### config.mk
export PLATFORM = sky130hd
export DESIGN_NAME = fix_toe_responder
export DESIGN_NICKNAME = d
export VERILOG_FILES = /design/src/rtl/fix_toe_responder.sv
export SDC_FILE = /design/constraint.sdc
export NUM_CORES = 1
export LEC_CHECK = 0
export CAP_MARGIN = 20
export CORE_MARGIN = 5
export CORE_UTILIZATION = 52
export DETAILED_ROUTE_END_ITERATION = 16
export PLACE_DENSITY_LB_ADDON = 0.08
export SETUP_SLACK_MARGIN = 0.15
export SLEW_MARGIN = 20
export SYNTH_ARGS = -nofsm -noshare
export SYNTH_HDL_FRONTEND = slang
export SYNTH_SLANG_ARGS = --single-unit
### constraint.sdc
create_clock -name clk -period 3.4 [get_ports clk]
set_input_delay 0.68 -clock clk [delete_from_list [all_inputs] [get_ports clk]]
set_output_delay 0.68 -clock clk [all_outputs]
set_load 0.01 [all_outputs]
### src/rtl/fix_toe_responder.sv
// fix_toe_responder: TOE-side endpoint for the FIX engine.
//   Answers connect/disconnect requests, frames the outbound FIX byte stream,
//   verifies the tag-10 checksum of every message and reports the verdict.
//   Build option: define FIX_TOE_LOOPBACK_EN to add a byte FIFO that loops
//   accepted bytes back to the engine on message_o/valid_o.
// Ports:
//   clk, rst                  clock, synchronous active-low reset
//   connect_req_i/addr_i      connect request and requested host
//   disconnect_i/host_num_i   disconnect request and host to drop
//   send_message_valid_i, message_i   outbound byte stream
//   connected_o, connected_host_addr_o  one-cycle connected pulse + host
//   link_up_o                 a host is connected
//   msg_done_o, chk_ok_o, chk_calc_o    end-of-message pulse and checksum result
//   proto_err_o               sticky protocol error
//   message_o, valid_o        loopback byte stream (zero unless loopback built)
module fix_toe_responder #(
  parameter int unsigned CONNECT_LATENCY = 4,
  parameter int unsigned FIFO_DEPTH      = 16
) (
  input  logic       clk,
  input  logic       rst,
  input  logic       connect_req_i,
  input  logic [1:0] connect_addr_i,
  input  logic       disconnect_i,
  input  logic [1:0] disconnect_host_num_i,
  input  logic       send_message_valid_i,
  input  logic [7:0] message_i,
  output logic       connected_o,
  output logic [1:0] connected_host_addr_o,
  output logic       link_up_o,
  output logic       msg_done_o,
  output logic       chk_ok_o,
  output logic [7:0] chk_calc_o,
  output logic       proto_err_o,
  output logic [7:0] message_o,
  output logic       valid_o
);

  if (CONNECT_LATENCY < 1 || CONNECT_LATENCY > 15) begin : g_bad_latency
    $error("CONNECT_LATENCY must be in 1..15");
  end
  if (FIFO_DEPTH < 2 || (FIFO_DEPTH & (FIFO_DEPTH - 1)) != 0) begin : g_bad_depth
    $error("FIFO_DEPTH must be a power of two >= 2");
  end

  localparam logic [1:0] StIdle = 2'd0;
  localparam logic [1:0] StWait = 2'd1;
  localparam logic [1:0] StUp   = 2'd2;
  localparam logic [7:0] Soh    = 8'h01;

  // ---------------- connection FSM ----------------
  logic [1:0] state_q, state_d;
  logic [3:0] cnt_q, cnt_d;
  logic [1:0] addr_q, addr_d;
  logic       connected_q, connected_d;

  always_comb begin
    state_d     = state_q;
    cnt_d       = cnt_q;
    addr_d      = addr_q;
    connected_d = 1'b0;
    case (state_q)
      StIdle: begin
        if (connect_req_i) begin
          addr_d  = connect_addr_i;
          cnt_d   = CONNECT_LATENCY[3:0];
          state_d = StWait;
        end
      end
      StWait: begin
        if (disconnect_i) begin
          state_d = StIdle;
        end else if (cnt_q == 4'd1) begin
          cnt_d       = 4'd0;
          connected_d = 1'b1;
          state_d     = StUp;
        end else begin
          cnt_d = cnt_q - 4'd1;
        end
      end
      StUp: begin
        if (disconnect_i && (disconnect_host_num_i == addr_q)) state_d = StIdle;
      end
      default: state_d = StIdle;
    endcase
  end

  // ---------------- framer ----------------
  logic       up, accept, is_digit, overflow;
  logic [7:0] sum_q, sum_d;     // running sum of the current message
  logic [7:0] fsum_q, fsum_d;   // sum at the start of the current field
  logic [1:0] pos_q, pos_d;     // byte position in field, saturates at 3
  logic       lead1_q, lead1_d, lead10_q, lead10_d;
  logic       trailer_q, trailer_d;
  logic [1:0] dcnt_q, dcnt_d;
  logic [7:0] val_q, val_d;
  logic       done_q, done_d, ok_q, ok_d, perr_q, perr_d;
  logic [7:0] calc_q, calc_d;

  assign up       = (state_q == StUp);
  assign accept   = send_message_valid_i && up;
  assign is_digit = (message_i >= 8'h30) && (message_i <= 8'h39);

  always_comb begin
    sum_d     = sum_q;
    fsum_d    = fsum_q;
    pos_d     = pos_q;
    lead1_d   = lead1_q;
    lead10_d  = lead10_q;
    trailer_d = trailer_q;
    dcnt_d    = dcnt_q;
    val_d     = val_q;
    done_d    = 1'b0;
    ok_d      = ok_q;
    calc_d    = calc_q;
    perr_d    = perr_q | overflow | (send_message_valid_i && !up);
    if (!up) begin
      // Any partial message is discarded; the next link-up starts a new field.
      sum_d     = '0;
      pos_d     = '0;
      lead1_d   = 1'b0;
      lead10_d  = 1'b0;
      trailer_d = 1'b0;
      dcnt_d    = '0;
      val_d     = '0;
    end else if (accept) begin
      if (trailer_q) begin
        if (message_i == Soh) begin
          done_d    = 1'b1;
          ok_d      = (val_q == fsum_q);
          calc_d    = fsum_q;
          sum_d     = '0;
          pos_d     = '0;
          lead1_d   = 1'b0;
          lead10_d  = 1'b0;
          trailer_d = 1'b0;
          dcnt_d    = '0;
          val_d     = '0;
        end else if (is_digit && (dcnt_q != 2'd3)) begin
          val_d  = val_q * 8'd10 + (message_i - 8'h30);
          dcnt_d = dcnt_q + 2'd1;
        end else begin
          perr_d = 1'b1;
        end
      end else begin
        sum_d = sum_q + message_i;
        if (message_i == Soh) begin
          pos_d = '0;
        end else begin
          if (pos_q == 2'd0) begin
            fsum_d  = sum_q;
            lead1_d = (message_i == 8'h31);
          end
          if (pos_q == 2'd1) lead10_d = lead1_q && (message_i == 8'h30);
          // fsum_q holds the sum before "1" and stays frozen for the trailer.
          if ((pos_q == 2'd2) && lead10_q && (message_i == 8'h3d)) begin
            trailer_d = 1'b1;
            dcnt_d    = '0;
            val_d     = '0;
          end
          if (pos_q != 2'd3) pos_d = pos_q + 2'd1;
        end
      end
    end
  end

  always_ff @(posedge clk) begin
    if (!rst) begin
      state_q     <= StIdle;
      cnt_q       <= '0;
      addr_q      <= '0;
      connected_q <= 1'b0;
      sum_q       <= '0;
      fsum_q      <= '0;
      pos_q       <= '0;
      lead1_q     <= 1'b0;
      lead10_q    <= 1'b0;
      trailer_q   <= 1'b0;
      dcnt_q      <= '0;
      val_q       <= '0;
      done_q      <= 1'b0;
      ok_q        <= 1'b0;
      calc_q      <= '0;
      perr_q      <= 1'b0;
    end else begin
      state_q     <= state_d;
      cnt_q       <= cnt_d;
      addr_q      <= addr_d;
      connected_q <= connected_d;
      sum_q       <= sum_d;
      fsum_q      <= fsum_d;
      pos_q       <= pos_d;
      lead1_q     <= lead1_d;
      lead10_q    <= lead10_d;
      trailer_q   <= trailer_d;
      dcnt_q      <= dcnt_d;
      val_q       <= val_d;
      done_q      <= done_d;
      ok_q        <= ok_d;
      calc_q      <= calc_d;
      perr_q      <= perr_d;
    end
  end

  assign connected_o           = connected_q;
  assign connected_host_addr_o = addr_q;
  assign link_up_o             = up && !connected_q;
  assign msg_done_o            = done_q;
  assign chk_ok_o              = ok_q;
  assign chk_calc_o            = calc_q;
  assign proto_err_o           = perr_q;

  // ---------------- loopback FIFO ----------------
`ifdef FIX_TOE_LOOPBACK_EN
  localparam int unsigned Aw = $clog2(FIFO_DEPTH);

  logic [7:0]    mem_q [FIFO_DEPTH];
  logic [Aw-1:0] wr_q, rd_q;
  logic [Aw:0]   fcnt_q;
  logic [7:0]    lb_data_q;
  logic          lb_valid_q;
  logic          full, pop, wr_en;

  assign full     = (fcnt_q == FIFO_DEPTH[Aw:0]);
  assign pop      = (fcnt_q != '0);
  // A pop in the same cycle frees the slot, so push-on-full is not an overflow.
  assign wr_en    = accept && (!full || pop);
  assign overflow = accept && full && !pop;

  always_ff @(posedge clk) begin
    if (wr_en) mem_q[wr_q] <= message_i;
  end

  always_ff @(posedge clk) begin
    if (!rst) begin
      wr_q       <= '0;
      rd_q       <= '0;
      fcnt_q     <= '0;
      lb_data_q  <= '0;
      lb_valid_q <= 1'b0;
    end else if (!up) begin
      wr_q       <= '0;
      rd_q       <= '0;
      fcnt_q     <= '0;
      lb_valid_q <= 1'b0;
    end else begin
      if (wr_en) wr_q <= wr_q + Aw'(1);
      if (pop) begin
        rd_q      <= rd_q + Aw'(1);
        lb_data_q <= mem_q[rd_q];
      end
      lb_valid_q <= pop;
      case ({wr_en, pop})
        2'b10:   fcnt_q <= fcnt_q + (Aw + 1)'(1);
        2'b01:   fcnt_q <= fcnt_q - (Aw + 1)'(1);
        default: fcnt_q <= fcnt_q;
      endcase
    end
  end

  assign message_o = lb_data_q;
  assign valid_o   = lb_valid_q;
`else
  assign overflow  = 1'b0;
  assign message_o = '0;
  assign valid_o   = 1'b0;
`endif

endmodule

==> results.tsv, run 1 <==
stage	metric	value	unit
run_status	outcome	completed	
pwr	internal power	0.808	mW
setup_path	CP endpoint kind	register	
sta	skew final	12.0	ps
logic_synthesis	synth unique cells	50	
pwr	leakage power	1.45	nW
sta	RSZ-0062 raised after global routing	false	
drt	Final ANT Viol Nets	0	
layout	diode count	0	
setup_path	Startpoint Class	register	
layout	fill count	484	
clocking	clk_lat worst skew	300	ps
grt	initial antenna violation count	0	
clocking	Post-CTS Setup Repair Bufs	0	
clocking	root buf cell	clkbuf_8	
drt	Avg WL per Cell	15.0	um
setup_path	crit path DAT	3210	ps
drt	Via Count	2443	
floorplanning	Starting Density	0.543	
drt	# DRC	0	
setup_path	slowest stage delay, CP	470	ps
layout	Reg area	0.00102	sq mm
setup_path	Top Family by Delay on Critical Path	adder cells	
setup_path	CP cell instances	ha_1 -> ha_1 -> fa_1 -> ha_1 -> ha_1 -> o21ai_0 -> o21bai_1 -> a21oi_1 -> or4b_1 -> nand3_1	
layout	commonest cells after routing, fill and taps aside	nor2_1 (54), dfxtp_1 (51), ha_1 (32)	
drt	Via-to-Cell Ratio	5.53	
pwr	Comb power frac	0.118	
placement	HPWL Detailed	5160	um
logic_synthesis	main flop type after synthesis	dfxtp_1	
setup_path	crit path from	val_q[3]	
layout	Layout area overhead	14.9	%
setup_path	Slowest cell on crit path	or4b_1	
sta	Sum Neg Setup Slack	0	ps
layout	Layout Cells excl Fill	442	
setup_path	most frequent CP cell	ha_1	
clocking	CTS H-tree lvls	2	
sta	hold slack	472	ps
sta	Tmin final	2970	ps
pwr	Switching Share	0.254	
placement	routability cong.	0.869	
sta	max-slew violation count	0	
pwr	Flop pwr share	0.567	
clocking	Num CTS Buffers	5	
floorplanning	chip width	86.3	um
sta	relative slew slack	0.623	
sta	Final Hold Vio Count	0	
grt	gr ovfl total	0	
job	max-cap violations	0	
pwr	Max IR drop VDD	0.153	mV
logic_synthesis	Netlist Area Pre-Place	0.00302	sq mm
clocking	CTS Hold Buffers Added	0	
placement	Post-Place Cell Area	0.00339	sq mm
setup_path	origin of the critical flop-to-flop path	val_q[3]	
logic_synthesis	sequential fraction of the synthesis area	0.338	
sta	Setup-failing EPs final	0	
clocking	CTS tree	built	
logic_synthesis	post-synthesis cell count	337	
logic_synthesis	asr flop ratio synth	0	
pwr	total chip power	1.08	mW
setup_path	WP data required	3640	ps
clocking	clk sinks	51	
floorplanning	core area	0.00557	sq mm
sta	FMAX	337	MHz
logic_synthesis	Yosys Warn Count	0	
setup_path	crit-path max FO	4	
layout	most common cell after layout, fill and taps aside	nor2_1	
worst_hold_path	Hold Startpoint	proto_err_o	
worst_hold_path	worst min-delay path category	register to register	
floorplanning	Die ar.	0.00744	sq mm
drt	DRT Pass-1 Iters	4	
setup_path	Crit Path Category	register to register	
logic_synthesis	Seq cells post-synth	51	
layout	footprint of the multi-input gates	0.00187	sq mm
clocking	post-CTS resize count	0	
drt	WL final	6640	um
logic_synthesis	Post-synth EDFFs	0	
floorplanning	# IOs	41	
placement	Port Buffers	31	
pwr	sw power	0.275	mW
logic_synthesis	synthesized area per cell	8.97	sq um
drt	Iter 0 DRT Violations	96	
grt	vias in the first global route	2314	
layout	ratio of cells with drive above 1 in the final layout	0.0486	
pwr	PwrDens	312	mW/mm^2
pwr	clock share of power	0.314	
setup_path	flop-to-flop setup slack	430	ps
sta	period utilization	0.872	
setup_path	Buf/Inv on CP	0	
sta	Slew @ Worst Pin	558	ps
floorplanning	Rows	27	
layout	cell area after layout	0.00347	sq mm
clocking	CTS Buffer Depth	2	
grt	first-pass GRT wire length	11000	um
layout	nets@finish	422	
floorplanning	die span in y	86.3	um
grt	total track usage	0.184	
grt	largest net degree at the start of global routing	27	
clocking	CTS clk-pin slew, worst paths	90	ps
placement	placed cell count	435	
==> layer usage <==
metal  GRT usage  part of all wire  vias up
li1            -                 -     1236
met1       0.229              0.45     1146
met2       0.323              0.48       52
met3      0.0342             0.058        9
met4      0.0510             0.012        0
met5           0                 0        -
==> through the flow <==
| step | worst slack (ps) | utilization |
|---|---|---|
| 2_1_floorplan | 702 | - |
| 3_3_place_gp | 386 | 0.609 |
| 3_5_place_dp | 310 | 0.609 |
| 4_1_cts | 410 | 0.623 |
| 5_1_grt | 272 | 0.623 |
| 6_report | 434 | 0.623 |
==> layout make-up <==
type                    instances  share of cell area
clock inverters                 2             0.00396
multi-input cells             260               0.538
inverters                      15              0.0162
flip-flops and latches         51               0.294
well taps                      72              0.0259
clock buffers                   5              0.0198
repair buffers                 37               0.102
==> final timing paths <==
check	to	cells past startpoint
max reg2reg	val_q[7]	10
min reg2reg	proto_err_o	2
max	val_q[7]	10
min	proto_err_o	2
==> synthesized netlist by cell type (4+ instances only) <==
cell / number / area share
a21o_1: 4 / 0.0099
a21oi_1: 16 / 0.026
a22oi_1: 15 / 0.037
buf_4: 9 / 0.022
clkbuf_1: 8 / 0.0099
dfxtp_1: 51 / 0.34
ha_1: 32 / 0.13
inv_1: 14 / 0.017
mux2i_1: 21 / 0.070
nand2_1: 13 / 0.016
nand2b_1: 5 / 0.010
nand3_1: 5 / 0.0083
nand4_1: 4 / 0.0083
nor2_1: 54 / 0.067
nor3_1: 6 / 0.0099
o21ai_0: 14 / 0.023
xnor2_1: 17 / 0.049
xor2_1: 4 / 0.012
==> flip-flops by register name, summed over array words and instances (netlist names) <==
name	flops
lead10_q	1
chk_ok_o	1
sum_q	8
lead1_q	1
dcnt_q	2
cnt_q	4
proto_err_o	1
val_q	8
connected_host_addr_o	2
fsum_q	8
pos_q	2
trailer_q	1
connected_o	1
msg_done_o	1
chk_calc_o	8
state_q	2
==> logic make-up after synthesis <==
group / Yosys count / synth area share
buf+inv: 34 / 0.0542
flops: 51 / 0.338
mux: 22 / 0.0732
simple gates: 109 / 0.180
other cells: 1 / 0.00124
fa+ha+maj: 35 / 0.152
compound gates: 63 / 0.133
xor+xnor: 22 / 0.0683
==> power groups by stage <==
stage               Sequential, mW  Clock [mW]  Combinational (mW)
global placement             0.628           0               0.127
floorplan                    0.625           0              0.0884
finish                       0.615       0.340               0.128
detailed placement           0.629           0               0.128
global route                 0.617       0.378               0.143
CTS                          0.615       0.353               0.129
==> worst min-delay path, cell delays in order (launching register included) <==
cell,delay (ps)
dfxtp_1,340
a21oi_1,40
nor2_1,70
Note: power is estimated with default switching activity, not from simulation.
==> run 2: changes to the inputs <==
--- a/constraint.sdc
+++ b/constraint.sdc
@@ -3,2 +3,2 @@
 set_output_delay 0.68 -clock clk [all_outputs]
-set_load 0.01 [all_outputs]
+set_load 0.1 [all_outputs]
==> run 2 against run 1 <==
Clock-buffer cell count up 1; critical path depth unchanged; setup slack got worse by 18 ps; critical path type unchanged; largest cell class unchanged.
==> results.tsv, run 2 (synthesis results as in run 1) <==
stage	metric	value	unit
sta	skew final	11.3	ps
drt	Iter 0 DRT Violations	114	
setup_path	Crit Path Category	register to register	
layout	cell area after layout	0.00351	sq mm
floorplanning	die span in y	86.3	um
sta	Slew @ Worst Pin	978	ps
sta	RSZ-0062 raised after global routing	false	
placement	HPWL Detailed	5280	um
drt	Via Count	2466	
sta	hold slack	477	ps
placement	pre-CTS setup slack	343	ps
setup_path	crit path DAT	3230	ps
worst_hold_path	worst min-delay path category	register to register	
clocking	CTS Buffer Depth	2	
layout	Final Util	0.630	
pwr	leakage power	1.48	nW
clocking	clk_lat worst skew	310	ps
grt	gr ovfl total	0	
sta	Final Hold Vio Count	0	
pwr	Flop pwr share	0.485	
grt	total track usage	0.193	
drt	# DRC	0	
clocking	root buf cell	clkbuf_8	
floorplanning	core area	0.00557	sq mm
drt	Via-to-Cell Ratio	5.55	
placement	routability cong.	0.870	
placement	placed cell count	436	
layout	Layout area overhead	16.2	%
clocking	CTS tree	built	
run_status	outcome	completed	
sta	period utilization	0.878	
sta	Tmin final	2980	ps
layout	commonest cells after routing, fill and taps aside	nor2_1 (54), dfxtp_1 (51), ha_1 (32)	
clocking	post-CTS resize count	0	
sta	Sum Neg Setup Slack	0	ps
floorplanning	Rows	27	
pwr	total chip power	1.27	mW
floorplanning	# IOs	41	
clocking	Num CTS Buffers	5	
grt	largest net degree at the start of global routing	27	
floorplanning	chip width	86.3	um
setup_path	WP data required	3650	ps
layout	diode count	0	
layout	ratio of cells with drive above 1 in the final layout	0.0618	
sta	worst setup margin	416	ps
pwr	Max IR drop VDD	0.215	mV
drt	DRT Pass-1 Iters	4	
pwr	internal power	0.909	mW
grt	met3 Usage GRT	0.0295	
grt	vias in the first global route	2470	
pwr	sw power	0.358	mW
floorplanning	Die ar.	0.00744	sq mm
sta	FMAX	335	MHz
drt	Final ANT Viol Nets	0	
job	max-cap violations	0	
layout	nets@finish	423	
grt	met2 Track Usage GR	0.338	
clocking	CTS clk-pin slew, worst paths	100	ps
pwr	PwrDens	361	mW/mm^2
sta	Setup-failing EPs final	0	
setup_path	CP endpoint kind	register	
pwr	Switching Share	0.282	
placement	Port Buffers	31	
setup_path	Startpoint Class	register	
pwr	Comb power frac	0.152	
floorplanning	Starting Density	0.543	
clocking	CTS H-tree lvls	2	
grt	first-pass GRT wire length	11600	um
setup_path	crit-path max FO	4	
drt	WL final	6780	um
clocking	Post-CTS Setup Repair Bufs	0	
clocking	clk sinks	51	
grt	met1 usage in global routing	0.245	
placement	Post-Place Cell Area	0.00339	sq mm
sta	relative slew slack	0.346	
sta	max-slew violation count	0	
grt	Top Usage Layer GRT	met2	
layout	most common cell after layout, fill and taps aside	nor2_1	
layout	Layout Cells excl Fill	444	
grt	initial antenna violation count	0	
clocking	CTS Hold Buffers Added	0	
pwr	clock share of power	0.363	
drt	Avg WL per Cell	15.3	um
==> run 2: changes by cell type in the layout (fill, tap and decap cells not counted), sizes merged <==
cell and change:
bufinv +1, inv +1, clkdlybuf4s50 -3, buf +4, clkbuf +1, clkinv -2
==> run 2: layout make-up <==
type | count | area, sq um
Clock buffer | 6 | 82.6
Clock inverter | 2 | 38.8
Fill cell | 539 | 2060
Inverter | 15 | 56.3
Multi-Input combinational cell | 260 | 1870
Sequential cell | 51 | 1020
Tap cell | 72 | 90.1
Timing Repair Buffer | 38 | 355
==> run 2: final timing paths <==
path                    start           to  slack (ps)  cells after the start
setup / recovery     val_q[1]     val_q[7]         420                     10
hold / removal    proto_err_o  proto_err_o         480                      2
setup reg to reg     val_q[1]     val_q[7]         420                     10
hold reg to reg   proto_err_o  proto_err_o         480                      2
==> run 2: power by group through the flow <==
stage	registers, mW	logic (mW)	clock network (mW)
finish	0.615	0.192	0.460
global route	0.616	0.207	0.495
CTS	0.615	0.192	0.468
detailed placement	0.629	0.191	0
global placement	0.628	0.190	0
floorplan	0.646	0.131	0
==> run 2: metal layers <==
layer,wire length [um],share of wire
met3,307,0.045
met1,3130,0.46
met2,3230,0.48
met5,0,0
met4,119,0.018
==> run 2: worst max-delay path: stages (launching register included) <==
cell,delay [ps]
dfxtp_1,460
ha_1,270
ha_1,220
fa_1,450
ha_1,290
ha_1,330
o21ai_0,100
o21bai_1,170
a21oi_1,110
or4b_1,460
nand3_1,80
==> run 3: changes to the inputs <==
Settings changed: CORE_UTILIZATION 52 to 50.
Clock period 3.4 ns to 2.55 ns, I/O delays scaled along.
==> run 3 against run 2 <==
Largest cell class unchanged; the flow now finishes with violations (negative setup slack); flip-flop and latch count is the same; critical endpoint unchanged; die area up 3.5%; total power grew 27%; routed wire length grew 4.7%; via count is 5.6% higher; critical path depth unchanged.
==> results.tsv, run 3 (synthesis results as in run 1) <==
stage	metric	value	unit
run_status	outcome	finished with violations	
run_status	failing checks	negative setup slack	
setup_path	CP endpoint kind	register	
drt	Final ANT Viol Nets	0	
floorplanning	# IOs	41	
setup_path	CP cell instances	ha_4 -> ha_4 -> fa_2 -> ha_4 -> ha_4 -> o21ai_2 -> o21bai_1 -> a21oi_1 -> or4b_1 -> nand3_1	
sta	RSZ-0062 raised after global routing	true	
job	max-cap violations	0	
floorplanning	die span in y	87.8	um
sta	skew final	8.45	ps
placement	placed cell count	474	
sta	worst setup margin	-161	ps
sta	Slew @ Worst Pin	589	ps
grt	largest net degree at the start of global routing	27	
worst_hold_path	worst min-delay path category	register to register	
layout	commonest cells after routing, fill and taps aside	buf_4 (57), nor2_1 (53), dfxtp_1 (48)	
grt	gr ovfl total	0	
grt	initial antenna violation count	0	
placement	pre-CTS setup slack	-253	ps
pwr	Max IR drop VDD	0.241	mV
layout	nets@finish	460	
setup_path	Crit Path Category	register to register	
layout	fill count	476	
placement	routability cong.	0.864	
setup_path	most frequent CP cell	ha_4	
floorplanning	chip width	87.8	um
layout	Layout Cells excl Fill	484	
sta	max-slew violation count	0	
layout	most common cell after layout, fill and taps aside	buf_4	
clocking	Num CTS Buffers	5	
clocking	CTS Buffer Depth	2	
setup_path	Startpoint Class	register	
placement	Port Buffers	31	
grt	met3 Usage GRT	0.0339	
drt	# DRC	0	
clocking	CTS H-tree lvls	2	
setup_path	crit path from	val_q[3]	
sta	Tmin final	2710	ps
setup_path	Slowest cell on crit path	fa_2	
worst_hold_path	Hold Startpoint	proto_err_o	
sta	period utilization	1.06	
clocking	CTS Hold Buffers Added	0	
clocking	CTS clk-pin slew, worst paths	100	ps
setup_path	origin of the critical flop-to-flop path	val_q[3]	
setup_path	slowest stage delay, CP	530	ps
layout	Reg area	0.00102	sq mm
sta	Sum Neg Setup Slack	-161	ps
grt	first-pass GRT wire length	11900	um
layout	ratio of cells with drive above 1 in the final layout	0.237	
clocking	clk_lat worst skew	300	ps
drt	Via-to-Cell Ratio	5.38	
pwr	total chip power	1.61	mW
clocking	root buf cell	clkbuf_8	
floorplanning	core area	0.00589	sq mm
floorplanning	Starting Density	0.514	
placement	Post-Place Cell Area	0.00367	sq mm
floorplanning	Die ar.	0.00770	sq mm
clocking	clk sinks	51	
grt	Top Usage Layer GRT	met2	
pwr	PwrDens	411	mW/mm^2
grt	met2 Track Usage GR	0.313	
drt	Via Count	2603	
setup_path	crit path DAT	2960	ps
grt	total track usage	0.194	
grt	vias in the first global route	2492	
placement	HPWL Detailed	5510	um
clocking	CTS tree	built	
drt	DRT Pass-1 Iters	4	
floorplanning	Rows	28	
setup_path	Buf/Inv on CP	0	
grt	met1 usage in global routing	0.268	
setup_path	WP data required	2800	ps
sta	Setup-failing EPs final	1	
drt	Avg WL per Cell	14.7	um
sta	relative slew slack	0.603	
setup_path	crit-path max FO	2	
layout	footprint of the multi-input gates	0.00202	sq mm
layout	Layout area overhead	29.4	%
sta	Final Hold Vio Count	0	
layout	diode count	0	
setup_path	Top Family by Delay on Critical Path	adder cells	
drt	WL final	7100	um
layout	cell area after layout	0.00391	sq mm
pwr	leakage power	1.72	nW
drt	Iter 0 DRT Violations	122	
sta	FMAX	369	MHz
## run 3: power breakdown
| part | total [mW] | leakage [nW] | internal (mW) | switching [mW] |
|---|---|---|---|---|
| Sequential | 0.819 | 0.414 | 0.807 | 0.0122 |
| Clock | 0.500 | 0.0474 | 0.222 | 0.277 |
| Combinational | 0.291 | 1.25 | 0.105 | 0.186 |
## run 3: area by class of cell
class,count,share of cell area
tap,75,0.0240
multi-input combinational,260,0.517
clock buffer,6,0.0211
clock inverter,2,0.00416
inverter,15,0.0144
timing repair buffer,75,0.158
sequential,51,0.262
## run 3: per-stage QoR
stage | util | hold slack, ps
finish | 0.665 | 478
global route | 0.665 | 509
CTS | 0.651 | 486
detailed placement | 0.624 | 464
global placement | 0.624 | 456
floorplan | - | 450
## run 3: per-layer routing
metal | share of wire | vias up
li1 | - | 1308
met1 | 0.46 | 1238
met2 | 0.47 | 50
met3 | 0.048 | 7
met4 | 0.013 | 0
met5 | 0 | -
## run 3: timing repair
action | CTS | global route
setup endpoints to repair | 6 | 18
pin swaps | 6 | 6
setup buffers | 2 | 0
resized for setup | 12 | 18
## run 3: worst paths after layout
check | endpoint | slack (ps) | cells after the start
setup reg to reg | val_q[7] | -160 | 10
hold reg to reg | proto_err_o | 480 | 2
hold / removal | proto_err_o | 480 | 2
setup / recovery | val_q[7] | -160 | 10
## run 3: tightest hold or removal path: cells and delay by family (launching register included)
| kind | cells | cell delay (ps) |
|---|---|---|
| and+or+nand+nor | 1 | 70 |
| DFF | 1 | 340 |
| AOI/OAI and AO/OA | 1 | 40 |
==> RTL edit (config.mk and constraints of run 3) <==
Put one more register stage on the output `chk_calc_o`, cleared by the reset. The value now appears one clock later. The other outputs are not delayed to match.
--- a/src/rtl/fix_toe_responder.sv
+++ b/src/rtl/fix_toe_responder.sv
@@ -207,7 +207,13 @@
   assign link_up_o             = up && !connected_q;
   assign msg_done_o            = done_q;
   assign chk_ok_o              = ok_q;
-  assign chk_calc_o            = calc_q;
+  always_ff @(posedge clk) begin
+    if (!rst) begin
+      chk_calc_o <= '0;
+    end else begin
+      chk_calc_o <= calc_q;
+    end
+  end
   assign proto_err_o           = perr_q;
 
   // ---------------- loopback FIFO ----------------
Formal check against the unedited RTL: same outputs for any inputs over 10 cycles, from zero or initial values and one cycle with rst low; that may be too few to reach the edited logic, so the function may still have changed.
==> RTL edit against run 3 <==
The run still ends with negative setup slack left; cell count increased by 1.0%; cell area increased by 6.5%; critical path depth unchanged; worst setup slack improved by 160 ps; first-iteration DRC count decreased by 48%; routed wire length decreased by 0.30%; area after synthesis increased by 9.0%; sequential cell count increased by 8; power increased by 26%; clock power increased by 71%; critical path type unchanged; largest cell class unchanged.
==> RTL edit: results (changes against run 3) <==
* CTS Buf Count: 9 (was 5)
- Clock transition at the registers of the reported paths: 70 ps (was 100 ps)
- The count of cell types in the netlist was 58 (was 50).
- Multi-input combinational area share: 50.4% (was 51.7%)
- The insertion delay of the later-clocked pin in the worst-skew pair came to 330 ps (was 300 ps).
- The minimum setup slack in the final design came to -0.438 ps (was -161 ps).
- Final setup violating endpoints: 1 (unchanged)
- The number of cells produced by synthesis was 342 (was 337).
- The total internal power was 1.50 mW (was 1.13 mW).
* Maximum number of pins on one net before global-route repair: 36 (was 27)
* Number of ordinary inverters in the final layout: 11 (was 15)
- The post-detailed-placement half-perimeter wirelength came to 5.55 mm (was 5.51 mm).
* Clock group: 0.853 mW (was 0.500 mW)
- Violations in the final reports: negative setup slack (unchanged)
* Number of fillers in the final layout: 551 (was 476)
- Proportion of cell area occupied by registers: 28.5% (was 26.2%)
- The fraction of power consumed by combinational cells came to 12.0% (was 18.1%).
- The sink count of the clock tree was 59 (was 51).
- Final std cells w/o fill: 489 (was 484)
- The starting DRC count in detailed routing was 63 (was 122).
- The setup slack after placement came to -146 ps (was -253 ps).
- Top cells by count, synth: sky130_fd_sc_hd__dfxtp_1 (59), sky130_fd_sc_hd__ha_1 (32), sky130_fd_sc_hd__nor2_1 (24), sky130_fd_sc_hd__nand2_1 (21) (was sky130_fd_sc_hd__nor2_1 (54), sky130_fd_sc_hd__dfxtp_1 (51), sky130_fd_sc_hd__ha_1 (32), sky130_fd_sc_hd__mux2i_1 (21), sky130_fd_sc_hd__xnor2_1 (17))
* Global Route Usage Sum: 18.0% (was 19.4%)
- Net count, final: 459 (was 460)
* Static leakage: 1.87 nW (was 1.72 nW)
- The worst clock skew came to 5.08 ps (was 8.45 ps).
- Run status: complete, but fails checks (unchanged).
- The peak ir drop on the vdd network came to 0.433 mV (was 0.241 mV).
- Final-layout clock buffer total: 10 (was 6)
* H-tree level count: 3 (was 2)
- Layout cell share with drive strength beyond 1: 23.8% (was 23.7%)
- Via count of the first global-routing pass: 2606 (was 2492)
- First-pass GRT wire length: 12.3 mm (was 11.9 mm)
* Non-Clock Buffer Area Fraction: 13.0% (was 15.8%)
* Largest cells by area after synthesis: sky130_fd_sc_hd__dfxtp_1 (36%), sky130_fd_sc_hd__ha_1 (12%), sky130_fd_sc_hd__mux2i_1 (5.5%), sky130_fd_sc_hd__xnor2_1 (4.8%), sky130_fd_sc_hd__nor2b_1 (3.2%) (was sky130_fd_sc_hd__dfxtp_1 (34%), sky130_fd_sc_hd__ha_1 (13%), sky130_fd_sc_hd__mux2i_1 (7.0%), sky130_fd_sc_hd__nor2_1 (6.7%), sky130_fd_sc_hd__xnor2_1 (4.9%))
- The post-synthesis sequential area ratio came to 35.8% (was 33.8%).
* Clk pwr share: 42.0% (was 31.0%)
- DP Cell Count: 473 (was 474)
* Area used by sequential logic in the layout: 1190 µm² (was 1020 µm²)
[RTL edit: cell types whose count changed after synthesis, sizes merged, moves of 4 or more]
cell and change:
nand2b -4, buf +4, and2 +12, dfxtp +8
o21ai -5, a21boi +6, nor2b +16, nor2 -29
a22oi -10, nand2 +8, a22o +9
[RTL edit: final timing paths]
path                                 from       endpoint  slack, ps  cells after the start
worst max-delay path             val_q[1]       val_q[7]       -0.4                     10
worst min-delay path            calc_q[7]  chk_calc_o[7]        450                      1
worst max register to register   val_q[1]       val_q[7]       -0.4                     10
worst min register to register  calc_q[7]  chk_calc_o[7]        450                      1
[RTL edit: logic make-up (layout without fill, tap and decap cells)]
logic type,Yosys count,in the layout,share of synthesized area [%]
buf+inv,31,93,5.35
simple gates,110,110,18.6
mux,19,19,5.92
fa+ha+maj,35,35,14.0
compound gates,64,64,13.6
other cells,1,9,0.114
xor+xnor,23,23,6.64
flops,59,59,35.8
[RTL edit: worst max-delay path, cell delays in order (launching register included)]
cell                      delay, ps
sky130_fd_sc_hd__dfxtp_2        340
sky130_fd_sc_hd__ha_4           240
sky130_fd_sc_hd__ha_4           160
sky130_fd_sc_hd__fa_2           350
sky130_fd_sc_hd__xnor2_2        170
sky130_fd_sc_hd__ha_2           190
sky130_fd_sc_hd__xnor3_4        360
sky130_fd_sc_hd__xnor2_4        160
sky130_fd_sc_hd__xnor2_2        160
sky130_fd_sc_hd__xnor2_1        140
sky130_fd_sc_hd__a22o_1         180
[RTL edit: repair_timing]
item / in CTS / in global routing
buffers inserted: 0 / 0
gates cloned: 0 / 0
resized for setup: 1 / 13
pin swaps: 0 / 7
endpoints found under the setup margin: 2 / 12
[RTL edit: metal layers]
metal / routed length, µm / track usage, %
met2: 3320 / 28.8
met1: 3350 / 23.6
met3: 292 / 4.96
met4: 114 / 5.62
met5: 0 / 0
